<file path="src/rtl/serial_subtractor_pkg.sv">
// Shared constants and state encoding for the bit-serial subtractor.
package serial_subtractor_pkg;

  localparam int DEF_WIDTH = 8;
  localparam int CNT_W     = $clog2(DEF_WIDTH);

  typedef logic [1:0] state_t;
  localparam state_t IDLE = 2'd0;
  localparam state_t RUN  = 2'd1;
  localparam state_t FIN  = 2'd2;

endpackage

</file>
<file path="src/rtl/serial_subtractor_full_subtractor.sv">
// One-bit combinational full subtractor: d = a - b - bin, bout = borrow out.
module full_subtractor (
  input  logic a_i,
  input  logic b_i,
  input  logic bin_i,
  output logic d_o,
  output logic bout_o
);

  assign d_o    = a_i ^ b_i ^ bin_i;
  assign bout_o = (~a_i & b_i) | (~(a_i ^ b_i) & bin_i);

endmodule

</file>
<file path="src/rtl/serial_subtractor.sv">
// Bit-serial LSB-first subtractor, DIFF = A - B - BIN over WIDTH cycles.
// Define SERIAL_SUBTRACTOR_OVF_EN to add the signed-overflow output ovf_o.
module serial_subtractor
  import serial_subtractor_pkg::*;
#(
  parameter int WIDTH = DEF_WIDTH
) (
  input  logic             clk_i,
  input  logic             rst_n_i,
  input  logic             start_i,
  input  logic [WIDTH-1:0] a_i,
  input  logic [WIDTH-1:0] b_i,
  input  logic             bin_i,
  output logic             busy_o,
  output logic             done_o,
  output logic [WIDTH-1:0] diff_o,
  output logic             bout_o
`ifdef SERIAL_SUBTRACTOR_OVF_EN
  ,
  output logic             ovf_o
`endif
);

  localparam int CW = $clog2(WIDTH);

  state_t           state_q, state_d;
  logic [WIDTH-1:0] a_q, a_d, b_q, b_d, res_q, res_d, diff_q, diff_d;
  logic             br_q, br_d, bout_q, bout_d;
  logic [CW-1:0]    cnt_q, cnt_d;
  logic             d_bit, bo_bit;
  logic [WIDTH-1:0] res_nxt;

  full_subtractor u_cell (
    .a_i   (a_q[0]),
    .b_i   (b_q[0]),
    .bin_i (br_q),
    .d_o   (d_bit),
    .bout_o(bo_bit)
  );

  // New bit enters at the MSB so that after WIDTH shifts bit i lands at i.
  assign res_nxt = {d_bit, res_q[WIDTH-1:1]};

`ifdef SERIAL_SUBTRACTOR_OVF_EN
  logic amsb_q, amsb_d, bmsb_q, bmsb_d, ovf_q, ovf_d;
`endif

  always_comb begin
    state_d = state_q;
    a_d     = a_q;
    b_d     = b_q;
    res_d   = res_q;
    br_d    = br_q;
    cnt_d   = cnt_q;
    diff_d  = diff_q;
    bout_d  = bout_q;
`ifdef SERIAL_SUBTRACTOR_OVF_EN
    amsb_d  = amsb_q;
    bmsb_d  = bmsb_q;
    ovf_d   = ovf_q;
`endif
    case (state_q)
      IDLE: if (start_i) begin
        a_d     = a_i;
        b_d     = b_i;
        br_d    = bin_i;
        res_d   = '0;
        cnt_d   = '0;
        state_d = RUN;
`ifdef SERIAL_SUBTRACTOR_OVF_EN
        amsb_d  = a_i[WIDTH-1];
        bmsb_d  = b_i[WIDTH-1];
`endif
      end
      RUN: begin
        a_d   = a_q >> 1;
        b_d   = b_q >> 1;
        br_d  = bo_bit;
        res_d = res_nxt;
        cnt_d = cnt_q + CW'(1);
        // The final shift publishes straight to the outputs on entry to FIN.
        if (cnt_q == CW'(WIDTH-1)) begin
          state_d = FIN;
          diff_d  = res_nxt;
          bout_d  = bo_bit;
`ifdef SERIAL_SUBTRACTOR_OVF_EN
          ovf_d   = (amsb_q ^ bmsb_q) & (amsb_q ^ d_bit);
`endif
        end
      end
      FIN:     state_d = IDLE;
      default: state_d = IDLE;
    endcase
  end

  always_ff @(posedge clk_i or negedge rst_n_i) begin
    if (!rst_n_i) begin
      state_q <= IDLE;
      a_q     <= '0;
      b_q     <= '0;
      res_q   <= '0;
      br_q    <= 1'b0;
      cnt_q   <= '0;
      diff_q  <= '0;
      bout_q  <= 1'b0;
    end else begin
      state_q <= state_d;
      a_q     <= a_d;
      b_q     <= b_d;
      res_q   <= res_d;
      br_q    <= br_d;
      cnt_q   <= cnt_d;
      diff_q  <= diff_d;
      bout_q  <= bout_d;
    end
  end

`ifdef SERIAL_SUBTRACTOR_OVF_EN
  always_ff @(posedge clk_i or negedge rst_n_i) begin
    if (!rst_n_i) begin
      amsb_q <= 1'b0;
      bmsb_q <= 1'b0;
      ovf_q  <= 1'b0;
    end else begin
      amsb_q <= amsb_d;
      bmsb_q <= bmsb_d;
      ovf_q  <= ovf_d;
    end
  end

  assign ovf_o = ovf_q;
`endif

  assign busy_o = (state_q == RUN) || (state_q == FIN);
  assign done_o = (state_q == FIN);
  assign diff_o = diff_q;
  assign bout_o = bout_q;

endmodule

</file>
<file path="config.mk">
export PLATFORM = sky130hd
export DESIGN_NAME = serial_subtractor
export DESIGN_NICKNAME = d
export VERILOG_FILES = /design/src/rtl/serial_subtractor_pkg.sv /design/src/rtl/serial_subtractor_full_subtractor.sv /design/src/rtl/serial_subtractor.sv
export SDC_FILE = /design/constraint.sdc
export NUM_CORES = 1
export LEC_CHECK = 0
export ABC_AREA = 0
export BUFFER_PORTS_ARGS = -buffer_cell sky130_fd_sc_hd__buf_2
export CAP_MARGIN = 20
export CORE_MARGIN = 2
export CORE_UTILIZATION = 59
export DETAILED_ROUTE_END_ITERATION = 8
export PLACE_DENSITY = 0.83
export SLEW_MARGIN = 20
export SYNTH_ARGS = -nofsm -noshare
export SYNTH_HDL_FRONTEND = slang
export SYNTH_SLANG_ARGS = --single-unit
</file>
<file path="constraint.sdc">
create_clock -name clk_i -period 4 [get_ports clk_i]
set_clock_uncertainty 0.1 [all_clocks]
set_input_delay 0.8 -clock clk_i [delete_from_list [all_inputs] [get_ports clk_i]]
set_output_delay 0.8 -clock clk_i [all_outputs]
set_load 0.01 [all_outputs]
</file>
# Yosys cells after proc, flatten, opt, wreduce, memory -nomap -nowiden
# Cells that the tools add are included.
[classes]
add_sub_neg = 1
eq_ne = 5
mux = 13
bitwise = 7
reduce_logical = 6
[op_table]
columns = ["operator", "n"]
rows = [
  ["8-bit case mux with 2 select lines", 3],
  ["8-bit two-way mux", 3],
  ["3-bit case mux with 2 select lines", 1],
  ["2-bit AND reduction", 3],
  ["2-bit two-way mux", 2],
  ["2-bit != test, second input constant", 2],
  ["2-bit case mux with 2 select lines", 1],
  ["3-bit by 1-bit adder with 3-bit output, second input constant", 1],
  ["3-bit == test, second input constant", 1],
  ["3-bit two-way mux", 1],
  ["1-bit bitwise AND", 2],
  ["2-bit by 1-bit == test with 1-bit output, second input constant", 1],
  ["2-bit == test, second input constant", 1],
  ["2-bit zero test", 1],
  ["1-bit NOT", 2],
  ["1-bit case mux with 2 select lines", 1],
  ["2-bit nonzero test", 1],
  ["1-bit bitwise XOR", 2],
  ["1-bit logical OR", 1],
  ["1-bit two-way mux", 1],
  ["1-bit OR", 1],
]
[totals]
ff_bits = 39
input_bits = 20
output_inout_bits = 11
elab_cells = 40

# Logic depth before layout (Yosys ltp)
[depth]
word_depth = 5
ltp_mapped = 7
depth_no_buf = 5

# By module
# A second synthesis with hierarchy kept.
[unflattened]
hier_cells = 156
hier_area_um2 = 1834.3
[modules_own_cells]
columns = ["module", "instances", "cells_each", "area_each_um2"]
rows = [
  ["serial_subtractor", 1, 152, 1803.0],
  ["full_subtractor", 1, 4, 31.3],
]

# Worst setup path after synthesis
# No wires, ideal clock.
[synth_timing]
path_kind = "in2reg"
from = "input port start_i"
to = "register cnt_q[2]"
setup_ns = 0.121
arrival_ns = 1.430
slack_ns = 2.349
path_stages = 5
n_path_buf = 2
path_cell_list = "nor2b_1 > buf_4 > nor2_2 > buf_6 > a22o_1"
[synth_via]
elab_chain_len = 2
[synth_rtl]
columns = ["item", "line_no", "rtl"]
rows = [
  ["start: declaration", "serial_subtractor.sv:10", "input logic start_i,"],
  ["2-bit != test (no line)", "--", ""],
  ["2-bit AND reduction (no line)", "--", ""],
  ["end signal: assignment", "serial_subtractor.sv:112", "cnt_q <= cnt_d;"],
  ["end: declaration", "serial_subtractor.sv:29", "logic [CW-1:0] cnt_q, cnt_d;"],
]
# Every way passes these cells.
# A chain may end at the register's enable or synchronous reset.

# Worst setup path after layout
[layout_timing]
from = "register state_q[1]"
to = "register a_q[0]"
[layout_via]
elab_chain_len = 3
elab_cells_between_ends = 6
[layout_rtl]
columns = ["item", "line_no", "rtl"]
rows = [
  ["start: declaration", "serial_subtractor.sv:26", "state_t state_q, state_d;"],
  ["start signal: assignment", "serial_subtractor.sv:107", "state_q <= state_d;"],
  ["2-bit by 1-bit == test with 1-bit output / 2-bit zero test (equally long branches)", "serial_subtractor.sv:62", "case (state_q)"],
  ["2-bit nonzero test (no line) / 2-bit != test (equally long branches)", "--", ""],
  ["2-bit AND reduction (no line)", "--", ""],
  ["end signal: assignment", "serial_subtractor.sv:99", "a_q <= '0;"],
  ["end signal: assignment", "serial_subtractor.sv:108", "a_q <= a_d;"],
  ["end: declaration", "serial_subtractor.sv:27", "logic [WIDTH-1:0] a_q, a_d, b_q, b_d, res_q, res_d, diff_q, diff_d;"],
]
# Parallel ways exist; a longest one is shown, timed or not.

==> metrics.cfg <==
[status]
status = completed

[critical_path]
r2r_setup_slack_ps = 1480
path_max_fanout = 24
worst_setup_path_start_kind = flop
required_ps = 4130
endpoint_kind = flop
timing_worst_setup_path_type = reg2reg
arrival_ps = 2650

[routing]
via_per_inst = 6.20
vias = 1340
drtIter0Drc = 39
ant_nets = 0
first_pass_iters = 4
totalWireLength_um = 3530
drc = 0
avgRoutedWirePerCell_um = 16.3

[floorplan]
rows = 20
start_util_pct = 60.2
die_area_um2 = 3500
die_w_um = 59.1
core_um2 = 2980
pin_count = 31
die_h_um = 59.1

[timing]
finalCriticalPeriod_ps = 2520
finalCritPeriodShare_pct = 63.1
rsz0062_at_grt = false
slew_viol_final = 0
fmax_ghz = 0.396
slew_headroom_pct = 44.5
setup_tns_ps = 0
hold_viol_final = 0
tightestPinTransition_ps = 832
setup_violations = 0

[synthesis]
ys_seq_area_share_pct = 53.0
synthArstFlopShare_pct = 100
yosysTopAreaCellShare_pct = 53.0
synth_largest_area_cell = dfrtp_1
ys.flop_type = dfrtp_1
ys_ff_latch = 38
syn_area_um2 = 1790
ys_top_cells_by_area = dfrtp_1, mux2_2, a22o_1
synth_cell_types = 33
syn_avg_cell_area_um2 = 11.5
synth-edff-count = 0
syn-num-nets = 182
synth_warnings = 0
synth_cells = 156

[final_layout]
register_area_um2 = 951
drive_above_1_share_pct = 32.2
insertedDiodeCount = 0
fin_nets = 209
synthToLayoutAreaGrowth_pct = 10.0
multiInputGateArea_um2 = 746
fillers = 253

[power_and_ir_drop]
leakage_nw = 0.937
finalPower_mw = 1.43
max-vdd-ir-drop_uv = 409
p_per_area_nw_per_um2 = 726

[global_routing]
grt_pass1_vias = 1346
track_usage_pct = 23.2
antenna_found_initial = 0
grt_max_degree = 39
overflow = 0
grt_pass1_wl_um = 6130

[cts]
cts_inserted_buffers = 5
clk_pin_slew_ps = 110
cts_buffer_depth = 2
clock_sinks = 38
clock-root-buffer = clkbuf_4
cts_tree = built
clk_latency_ps = 330
cts_resized = 0
htreeDepth = 2
postCtsSetupRepairBufs = 0
postCtsHoldBufs = 0

[placed_design]
place_hpwl_um = 2500
gp_congestion = 0.827
port_buffers = 30

[worst_hold_path]
hold_class = reg2reg

[run]
drv_cap = 0

-- kinds of logic after synthesis --
family          synth area share [%]
simple gates                    9.35
compound gates                  22.0
flops                           53.0
buf+inv                         5.37
fa+ha+maj                       4.61
mux                             5.65
-- final cells by class --
class / instances / share of cell area, %
clock inverter: 2 / 0.507
timing repair buffer: 31 / 7.99
tap: 33 / 2.09
sequential: 38 / 48.2
clock buffer: 5 / 1.90
inverter: 8 / 1.52
multi-input combinational: 99 / 37.8
-- metrics by stage --
step | area (um^2) | std cells | hold WS [ps] | setup WS (ps) | util [%]
floorplan | 1790 | 156 | 362 | 2350 | -
global placement | 1930 | 209 | 358 | 1640 | 64.7
detailed placement | 1930 | 209 | 384 | 1530 | 64.7
CTS | 1970 | 216 | 417 | 1520 | 66.3
global route | 1970 | 216 | 437 | 1280 | 66.3
finish | 1970 | 216 | 410 | 1480 | 66.3
-- registers in the layout, indices dropped and copies added (netlist names) --
signal and count:
a_q 8, br_q 1, b_q 8, diff_o 8
cnt_q 3, res_q 7, state_q 2, bout_o 1
-- where the power goes --
part | switching, mW | internal (mW)
clock network | 0.118 | 0.0633
logic | 0.362 | 0.263
registers | 0.102 | 0.525
-- routing by layer --
layer | track usage, % | part of all wire [%] | vias to the layer above
li1 | - | - | 633
met1 | 30.4 | 45 | 666
met2 | 39.4 | 50 | 36
met3 | 3.93 | 3.8 | 5
met4 | 6.82 | 1.1 | 0
met5 | 0 | 0 | -
-- worst paths after layout --
path | startpoint | to | cells after the start
worst max-delay path | state_q[1]$_DFFE_PN0P_ | a_q[0]$_DFFE_PN0P_ | 5
worst min-delay path | res_q[1]$_DFFE_PN0P_ | res_q[1]$_DFFE_PN0P_ | 1
worst max register to register | state_q[1]$_DFFE_PN0P_ | a_q[0]$_DFFE_PN0P_ | 5
worst min register to register | res_q[1]$_DFFE_PN0P_ | res_q[1]$_DFFE_PN0P_ | 1
max in group asynchronous | rst_n_i | cnt_q[0]$_DFFE_PN0P_ | 1
min in group asynchronous | rst_n_i | b_q[0]$_DFFE_PN0P_ | 1
-- layout by cell type, fill, tap and decap left out, drive strengths merged --
cell type  synthesis  layout
nor2              12      12
a22o              10      10
dfrtp             38      38
a21oi              6       6
nor2b              1       1
and3               1       1
o221a              1       1
ha                 5       5
o22ai             13      13
buf               10      31
nor3              11      11
or3                1       1
o21ai              4       4
nand2              4       4
clkinv             0       2
nand3              1       1
inv                8       8
a221oi             5       5
nand2b             2       2
clkbuf             1       5
or2                1       1
fa                 1       1
o22a               1       1
nand3b             1       1
a211oi             9       9
mux2               9       9
-- synthesized netlist by cell type, types with 2 or more instances --
library cell and instances:
dfrtp_1 38, o22ai_1 13, nor2_1 11, nor3_1 11, a22o_1 10, mux2_2 9
inv_1 7, a211oi_1 6, a21oi_1 6, buf_2 5, ha_1 5, a221oi_2 4
nand2_1 4, a211oi_2 3, buf_4 3, o21ai_0 3, nand2b_1 2
-- worst max-delay path, cell delays in order (launching register included) --
cell and delay (ps):
dfrtp_1 420, inv_1 90, ha_1 700, nand2_1 560
o22a_1 320, o221a_2 240
Note: power is estimated with default switching activity, not from simulation.
